## config.mk

```make
export PLATFORM = sky130hd
export DESIGN_NAME = energy_threshold_tagger_flat
export DESIGN_NICKNAME = d
export VERILOG_FILES = /design/src/rtl/energy_threshold_tagger_pkg.sv /design/src/rtl/energy_threshold_tagger_if.sv /design/src/rtl/energy_threshold_tagger_signed_square.sv /design/src/rtl/energy_threshold_tagger.sv /design/src/flat_wrapper.sv
export SDC_FILE = /design/constraint.sdc
export NUM_CORES = 2
export LEC_CHECK = 0
export ABC_AREA = 1
export CAP_MARGIN = 20
export CORE_ASPECT_RATIO = 1.4
export CORE_MARGIN = 1.5
export CORE_UTILIZATION = 59
export DETAILED_ROUTE_END_ITERATION = 16
export PLACE_DENSITY = 0.82
export SLEW_MARGIN = 20
export SYNTH_ARGS = -nofsm -noshare
export SYNTH_HDL_FRONTEND = slang
export SYNTH_SLANG_ARGS = --single-unit
```

## constraint.sdc

```tcl
create_clock -name clk -period 2.99 [get_ports clk]
set_input_delay 0.598 -clock clk [delete_from_list [all_inputs] [get_ports clk]]
set_output_delay 0.598 -clock clk [all_outputs]
set_load 0.01 [all_outputs]
```

## src/rtl/energy_threshold_tagger_pkg.sv

```systemverilog
// Shared constants for the accelerometer energy tagger: field layout and datapath widths.
package energy_tagger_pkg;

  localparam int ENERGY_W = 32;
  localparam int SQ_SRC_W = 16;

  // Byte offsets of each accelerometer axis relative to A_OFFSET; high byte first.
  localparam int AZ_IDX = 2;
  localparam int AY_IDX = 4;
  localparam int AX_IDX = 6;

  localparam logic [ENERGY_W-1:0] DEFAULT_THRESHOLD = 32'h0010_0000;

endpackage

```

## src/rtl/energy_threshold_tagger_if.sv

```systemverilog
// Packet-in / tagged-packet-out bus between the sensor source, the tagger and the window stage.
interface energy_threshold_tagger_if #(
  parameter int WINDOW_WIDTH = 256
);
  logic [WINDOW_WIDTH-1:0] pkt_i;
  logic                    pkt_valid;
  logic [WINDOW_WIDTH:0]   data_o;
  logic                    data_wen;

  modport master (
    output pkt_i,
    output pkt_valid,
    input  data_o,
    input  data_wen
  );

  modport slave (
    input  pkt_i,
    input  pkt_valid,
    output data_o,
    output data_wen
  );
endinterface

```

## src/rtl/energy_threshold_tagger_signed_square.sv

```systemverilog
// Purpose: square of a signed 16-bit sample, returned as an unsigned 32-bit value.
// Latency: 1 cycle (registered output).
// Backpressure: none; free-running, a new operand may arrive every cycle.
module signed_square
  import energy_tagger_pkg::*;
(
  input  logic                       clk,
  input  logic                       rst_n,
  input  logic signed [SQ_SRC_W-1:0] din,
  output logic [ENERGY_W-1:0]        sq
);

  logic signed [ENERGY_W-1:0] din_ext;
  logic signed [ENERGY_W-1:0] prod;

  // |din| <= 2^15, so the square (<= 2^30) always fits in the low 32 bits.
  assign din_ext = ENERGY_W'(din);
  assign prod    = din_ext * din_ext;

  always_ff @(posedge clk or negedge rst_n) begin
    if (!rst_n) begin
      sq <= '0;
    end else begin
      sq <= prod;
    end
  end

endmodule

```

## src/rtl/energy_threshold_tagger.sv

```systemverilog
// Purpose: tag 32-byte sensor packets with Ax^2+Ay^2+Az^2 >= threshold, stretched by a hold counter.
// Latency: 3 cycles pkt_valid -> data_wen; optional monitor ports under ENERGY_TAGGER_MONITOR_EN.
// Backpressure: none; accepts a packet every cycle, outputs strobe in order.
module energy_threshold_tagger
  import energy_tagger_pkg::*;
#(
  parameter int                   WINDOW_WIDTH = 256,
  parameter int                   A_OFFSET     = 2,
  parameter logic [ENERGY_W-1:0]  THRESHOLD    = DEFAULT_THRESHOLD,
  parameter int                   HOLD_LEN     = 8,
  parameter int                   HOLD_W       = 8
) (
  input  logic                    clk,
  input  logic                    rst_n,
  energy_threshold_tagger_if.slave bus,
  input  logic [ENERGY_W-1:0]     thr_i,
  input  logic                    thr_wen,
  output logic [ENERGY_W-1:0]     thr_o
`ifdef ENERGY_TAGGER_MONITOR_EN
  ,
  output logic [ENERGY_W-1:0]     energy_o,
  output logic [ENERGY_W-1:0]     peak_o,
  input  logic                    peak_clr
`endif
);

  localparam int AZ_LSB = 8 * (A_OFFSET + AZ_IDX);
  localparam int AY_LSB = 8 * (A_OFFSET + AY_IDX);
  localparam int AX_LSB = 8 * (A_OFFSET + AX_IDX);
  localparam logic [HOLD_W-1:0] HOLD_INIT = HOLD_W'(HOLD_LEN);

  logic signed [SQ_SRC_W-1:0] az, ay, ax;
  logic [ENERGY_W-1:0]        sq_az, sq_ay, sq_ax;

  logic                       s1_vld;
  logic [WINDOW_WIDTH-1:0]    s1_pkt;
  logic                       s2_vld;
  logic [WINDOW_WIDTH-1:0]    s2_pkt;
  logic [ENERGY_W-1:0]        s2_energy;

  logic [ENERGY_W-1:0]        thr_q;
  logic [HOLD_W-1:0]          hold_cnt;
  logic [HOLD_W-1:0]          hold_nxt;
  logic                       flag;

  // Fields are stored high byte first, so the lower-addressed byte is the MSB.
  assign az = {bus.pkt_i[AZ_LSB +: 8], bus.pkt_i[AZ_LSB+8 +: 8]};
  assign ay = {bus.pkt_i[AY_LSB +: 8], bus.pkt_i[AY_LSB+8 +: 8]};
  assign ax = {bus.pkt_i[AX_LSB +: 8], bus.pkt_i[AX_LSB+8 +: 8]};

  signed_square u_sq_az (.clk(clk), .rst_n(rst_n), .din(az), .sq(sq_az));
  signed_square u_sq_ay (.clk(clk), .rst_n(rst_n), .din(ay), .sq(sq_ay));
  signed_square u_sq_ax (.clk(clk), .rst_n(rst_n), .din(ax), .sq(sq_ax));

  always_ff @(posedge clk or negedge rst_n) begin
    if (!rst_n) begin
      s1_vld <= 1'b0;
      s1_pkt <= '0;
    end else begin
      s1_vld <= bus.pkt_valid;
      s1_pkt <= bus.pkt_i;
    end
  end

  // Each square is <= 2^30, so the three-way sum stays below 2^32.
  always_ff @(posedge clk or negedge rst_n) begin
    if (!rst_n) begin
      s2_vld    <= 1'b0;
      s2_pkt    <= '0;
      s2_energy <= '0;
    end else begin
      s2_vld    <= s1_vld;
      s2_pkt    <= s1_pkt;
      s2_energy <= sq_az + sq_ay + sq_ax;
    end
  end

  always_ff @(posedge clk or negedge rst_n) begin
    if (!rst_n) begin
      thr_q <= THRESHOLD;
    end else if (thr_wen) begin
      thr_q <= thr_i;
    end
  end

  assign thr_o = thr_q;

  always_comb begin
    flag     = 1'b0;
    hold_nxt = hold_cnt;
    if (s2_energy >= thr_q) begin
      flag     = 1'b1;
      hold_nxt = HOLD_INIT;
    end else if (hold_cnt != '0) begin
      flag     = 1'b1;
      hold_nxt = hold_cnt - 1'b1;
    end
  end

  // Hold state only advances on valid packets so idle gaps do not shorten the stretch.
  always_ff @(posedge clk or negedge rst_n) begin
    if (!rst_n) begin
      bus.data_o   <= '0;
      bus.data_wen <= 1'b0;
      hold_cnt     <= '0;
    end else begin
      bus.data_wen <= s2_vld;
      if (s2_vld) begin
        bus.data_o <= {s2_pkt, flag};
        hold_cnt   <= hold_nxt;
      end
    end
  end

`ifdef ENERGY_TAGGER_MONITOR_EN
  always_ff @(posedge clk or negedge rst_n) begin
    if (!rst_n) begin
      energy_o <= '0;
      peak_o   <= '0;
    end else begin
      if (s2_vld) begin
        energy_o <= s2_energy;
      end
      // A clear that lands on an emitted packet restarts the peak from that packet.
      if (peak_clr) begin
        peak_o <= s2_vld ? s2_energy : '0;
      end else if (s2_vld && (s2_energy > peak_o)) begin
        peak_o <= s2_energy;
      end
    end
  end
`endif

endmodule
```

## src/flat_wrapper.sv

```systemverilog
// flat-port wrapper written by rule: the top's interface ports become plain ports
module energy_threshold_tagger_flat import energy_tagger_pkg::*;
#(
  parameter int                   WINDOW_WIDTH = 256,
  parameter int                   A_OFFSET     = 2,
  parameter logic [ENERGY_W-1:0]  THRESHOLD    = DEFAULT_THRESHOLD,
  parameter int                   HOLD_LEN     = 8,
  parameter int                   HOLD_W       = 8
)
  (clk, rst_n, thr_i, thr_wen, thr_o, bus_pkt_i, bus_pkt_valid, bus_data_o, bus_data_wen);
  energy_threshold_tagger_if #(.WINDOW_WIDTH(WINDOW_WIDTH)) bus_i ();
  input  logic clk;
  input  logic rst_n;
  input  logic [ENERGY_W-1:0] thr_i;
  input  logic thr_wen;
  output logic [ENERGY_W-1:0] thr_o;
  input wire logic [$bits(bus_i.pkt_i)-1:0] bus_pkt_i;
  input wire logic [$bits(bus_i.pkt_valid)-1:0] bus_pkt_valid;
  output wire logic [$bits(bus_i.data_o)-1:0] bus_data_o;
  output wire logic [$bits(bus_i.data_wen)-1:0] bus_data_wen;
  assign bus_i.pkt_i = bus_pkt_i;
  assign bus_i.pkt_valid = bus_pkt_valid;
  assign bus_data_o = bus_i.data_o;
  assign bus_data_wen = bus_i.data_wen;
  energy_threshold_tagger #(.WINDOW_WIDTH(WINDOW_WIDTH), .A_OFFSET(A_OFFSET), .THRESHOLD(THRESHOLD), .HOLD_LEN(HOLD_LEN), .HOLD_W(HOLD_W)) u_core (.clk(clk), .rst_n(rst_n), .bus(bus_i), .thr_i(thr_i), .thr_wen(thr_wen), .thr_o(thr_o));
endmodule
```

# After elaboration in Yosys (flattened, before gate mapping)
# Index checks and enable logic that the tools add are counted.
op_classes:
  addsub: 3
  multipliers: 3
  n_lt_le_gt_ge: 1
  n_mux: 4
  n_reduce_logical: 3
op_table:
  columns: ["op", "count"]
  rows:
  - ["$mul A16 B16 Y32", 3]
  - ["$add A32 B32 Y32", 2]
  - ["$ge A32 B32 Y1", 1]
  - ["$mux W8", 2]
  - ["$reduce_bool A8 Y1", 1]
  - ["$sub A8 B1 Y8 const B", 1]
  - ["$mux W1", 2]
  - ["$reduce_and A2 Y1", 1]
  - ["$reduce_bool A2 Y1", 1]
totals:
  reg_bits: 940
  inputBits: 292
  output_inout_bits: 290
  word_cells: 26

# Longest topological paths before layout
depth:
  depth_word: 3
  mapped_depth: 27

# By module
# From an unflattened synthesis, not the netlist that was laid out.
unflattened:
  hier_cells: 6288
  area_unflattened_um2: 60077.6
modules_own_cells:
  columns: ["module", "instances", "cells_each", "area_each_um2", "seq_area_each_um2"]
  rows:
  - ["energy_threshold_tagger", 1, 2292, 28217.1, 21121.5]
  - ["signed_square at u_core.u_sq_ax", 1, 1331, 10635.2, 775.7]
  - ["signed_square at u_core.u_sq_az", 1, 1331, 10617.7, 775.7]
  - ["signed_square at u_core.u_sq_ay", 1, 1334, 10607.7, 775.7]

# Least setup slack after synthesis
# Ideal clock, no wire load.
synth_path:
  kind: "input to register"
  from: "input port bus_pkt_i[41]"
  to: "register u_core.u_sq_az.sq[31]"
  setup_time_ns: 0.116
  t_arrival_ns: 5.799
  required_time_ns: 2.874
  path_slack_ns: -2.925
  path_stages: 23
  cell_sequence: "clkbuf_1 -> clkbuf_1 -> nand2_1 -> inv_1 -> fa_1 -> fa_1 -> inv_1 -> fa_1 -> inv_1 -> fa_1 -> inv_1 -> fa_1 -> inv_1 -> fa_1 -> ha_1 -> inv_1 -> nor3_1 -> nand2_1 -> or2_0 -> nand3_1 -> inv_1 -> nand2_1 -> nand2_1"
synth_between:
  elab_chain_len: 1
synth_rtl:
  columns: ["item", "line_no", "source"]
  rows:
  - ["start: declaration", "flat_wrapper.sv:17", "input wire logic [$bits(bus_i.pkt_i)-1:0] bus_pkt_i;"]
  - ["$mul A16 B16 Y32", "energy_threshold_tagger_signed_square.sv:18", "assign prod = din_ext * din_ext;"]
  - ["via u_core.u_sq_az.prod[31]", "energy_threshold_tagger_signed_square.sv:14", "logic signed [ENERGY_W-1:0] prod;"]
  - ["end signal: assignment", "energy_threshold_tagger_signed_square.sv:24", "sq <= prod;"]
  - ["end: declaration", "energy_threshold_tagger_signed_square.sv:10", "output logic [ENERGY_W-1:0] sq"]
# The timed path passes the listed nets, and every way through them passes these cells.
# A chain may end at the register's enable or synchronous reset.

# Worst setup path in the final report
layout_path:
  from: "input port bus_pkt_i[51]"
  to: "register u_core.u_sq_ay.sq[28]"
layout_between:
  elab_chain_len: 1
layout_rtl:
  columns: ["item", "line_no"]
  rows:
  - ["$mul A16 B16 Y32", "energy_threshold_tagger_signed_square.sv:18"]
  - ["via u_core.u_sq_ay.prod[28]", "energy_threshold_tagger_signed_square.sv:14"]
  - ["end signal: assignment", "energy_threshold_tagger_signed_square.sv:24"]
  - ["end: declaration", "energy_threshold_tagger_signed_square.sv:10"]
# The timed path passes the listed nets, and every way through them passes these cells.

==> results.toml <==
[timing]
worst_pin_slew_ps = 1020
worst_slack_ps = -3150
finalHoldViolCount = 0
finalCritPeriodShare_pct = 205
setup_viol = 81
grt_setup_unrepaired = "true"
clock-skew-final_ps = 54.2
max_freq_mhz = 163
post-route-min-period_ps = 6140
finalMaxSlewViolations = 0
slew_headroom_pct = 32.1

[synthesis]
synthMuxAreaShare_pct = 0.0193
synth-seq-area-share_pct = 40.0
yosysTopAreaCellShare_pct = 39.9
synth_top_family_by_area = "adder cells"
synth.distinct_cells = 53
synth_xor_area_share_pct = 2.53
syn_inst = 5785
synthAdderAreaFrac_pct = 32.2
synth_common_cells = "nand2_1 (1494), inv_1 (1225), dfrtp_1 (933), fa_1 (731), ha_1 (334)"
ys_async_sr_fraction_pct = 100
synthTopCellsByArea = "dfrtp_1 (40%), fa_1 (25%), nand2_1 (9.6%)"
synth-compound-area-share_pct = 3.69
synth_area_um2 = 58500
synth_area_per_cell_um2 = 10.1
yosysWarnings = 0
ys_seq_elements = 934
synth_area_leader_cell = "dfrtp_1"
synth_edf_count = 0
yosysMostFrequentCell = "nand2_1"
synth-main-ff-cell = "dfrtp_1"
synthSimpleGateAreaFrac_pct = 12.7

[cts]
htree_num_levels = 3
cts_max_path_buffers = 3
clkTransAtPathRegs_ps = 60
worstSkewPairLatency_ps = 720
cts.sinks = 934
cts_buffers = 89
cts_root_buf = "clkbuf_16"
cts_tree = "built"

[placement]
post-place-cells = 8162
dpl.hpwl_mm = 133
place.gp.congestion = 0.937
placed_area_um2 = 72700
io_buffers = 581

[status]
status = "finished with violations"
violations = "negative setup slack"

[drt]
drtPass1Iterations = 9
drc = 0
viasPerCell = 5.91
postRouteAntennaNets = 0
vias = 51200
wl_per_cell_um = 27.9
drtIter0Drc = 5113
wl_mm = 241

[hold_path]
hold_end = "u_core.s1_pkt[47]"
min_from = "bus_pkt_i[47]"
whs_path_depth = 1
holdCritPathClass = "in2reg"

[setup_path]
path_class = "in2reg"
cp-end-kind = "flop"
cp.arrival_ps = 6750
r2r_slack_ps = 50
worstSetupStartpointType = "input pin"
r2r_cells = 9
r2r-start = "u_core.u_sq_ax.sq[20]"
crit_required_ps = 3600
cp_max_fo = 7
r2r-end = "u_core.s2_energy[31]"

[grt]
grt_max_degree = 163
antenna_found_initial = 62
grt_pass1_vias = 54100
grt_overflow = 0
grt_pass1_wl_mm = 314
grt.total_usage_pct = 42.3

[die]
rows = 136
pin_count = 582
die_w_um = 269
die_area_um2 = 101000
fp.dieH_um = 375
core_area_um2 = 98200
initial_core_util_pct = 59.6

[layout]
fin_area_um2 = 83600
drive_gt1_share_pct = 31.1
syn2layout_area_growth_pct = 42.9
nNetsFinal = 8569
layoutNonFillerInstCount = 8651
final_util_pct = 85.1

[job]
drv_cap = 0
-- per-layer routing --
metal	track usage [%]	vias to the layer above	wire length (um)
met5	0.639	-	515
met4	37.2	28	29800
met3	13.5	2060	28200
met2	70.3	4089	112000
met1	42.1	25000	70400
li1	-	20000	-
-- repair_timing --
action,CTS,global route
hold endpoints to repair,38,0
buffers inserted,172,105
pin swaps,548,419
hold buffers,1,0
endpoints found under the setup margin,83,82
resized for setup,1057,571
gates cloned,25,0
-- area by class of cell --
cell class                 count  area, um^2
antenna                       55         138
tap                         1311        1640
sequential                   934       23400
timing repair buffer        1495       15000
inverter                    1234        4770
fill                        4111       14600
clock inverter                40         578
clock buffer                 124        2530
multi-input combinational   3458       35500
-- stage by stage --
step           TNS [ps]  hold slack (ps)  setup WS (ps)
6_report        -165030             48.4          -3150
5_1_grt         -169130             38.8          -3080
4_1_cts         -132550             13.4          -2010
3_5_place_dp    -236080              335          -3280
3_3_place_gp    -230240              331          -3230
2_1_floorplan   -153120              302          -2510
-- kinds of logic (layout without fill, tap and decap cells) --
logic type               after synthesis  after routing
AO/OA/AOI/OAI                        357            357
XOR/XNOR                             169            169
adder cells (fa/ha/maj)             1065           1065
buffers and inverters               1395           2893
flip-flops                           934            934
multiplexers                           1              1
other                                  1             58
AND/OR/NAND/NOR                     1863           1863
-- cell usage in the layout, fill, tap and decap left out, types with 24 or more instances in the layout --
cell,netlist,layout
nor2_1,186,97
inv_2,5,222
xnor2_1,55,41
buf_12,0,81
nand2_4,2,127
xor2_2,0,27
inv_1,1225,970
a21o_1,28,24
diode_2,0,55
nand2_2,13,142
buf_4,0,621
fa_1,731,618
a21oi_2,9,43
ha_4,0,102
nand3_1,82,54
buf_8,0,34
nor2_2,3,40
ha_1,334,215
nand3_2,5,28
clkbuf_16,0,89
dfrtp_1,933,932
fa_2,0,113
clkdlybuf4s50_1,0,531
xor2_1,114,80
a21oi_1,142,57
o21ai_0,82,50
buf_6,0,191
nand2_1,1494,1232
inv_4,0,31
nor2_4,0,52
a21oi_4,1,52
-- registers in the layout, summed over array words and instances (netlist names) --
signal               cells
u_core.u_sq_ay.sq       30
u_core.s1_pkt          256
u_core.s2_vld            1
u_core.u_sq_az.sq       30
u_core.bus.data_wen      1
u_core.s2_energy        32
u_core.bus.data_o      257
u_core.u_sq_ax.sq       30
u_core.s1_vld            1
u_core.thr_o            32
u_core.hold_cnt          8
u_core.s2_pkt          256
-- worst max-delay path: stages --
cell      delay, ps
clkbuf_4        170
buf_12          150
nand2_1         120
inv_1           370
fa_1            690
fa_1            570
ha_1            330
fa_2            660
fa_1            600
inv_2           100
fa_1            770
inv_2           100
ha_4            340
inv_4            60
o21bai_4        210
a21oi_4         100
nor2_2          130
nor2_2           60
or2_1           280
nand3_1         130
nand2_1          90
nand2_1          80
-- how the worst max path moves through the flow --
stage,startpoint,to,slack (ps),depth (start not counted)
CTS,bus_pkt_i[55],u_core.u_sq_ay.sq[27],-2010,22
detailed placement,bus_pkt_i[32],u_core.u_sq_az.sq[29],-3280,21
global route,bus_pkt_i[51],u_core.u_sq_ay.sq[21],-3080,24
finish,bus_pkt_i[51],u_core.u_sq_ay.sq[28],-3150,22
floorplan,bus_pkt_i[39],u_core.u_sq_az.sq[31],-2510,23
global placement,bus_pkt_i[79],u_core.u_sq_ax.sq[22],-3230,21
Power is left out: the tool's default activity adds up to more than one toggle a clock period on the data nets, which glitch-free logic cannot reach.
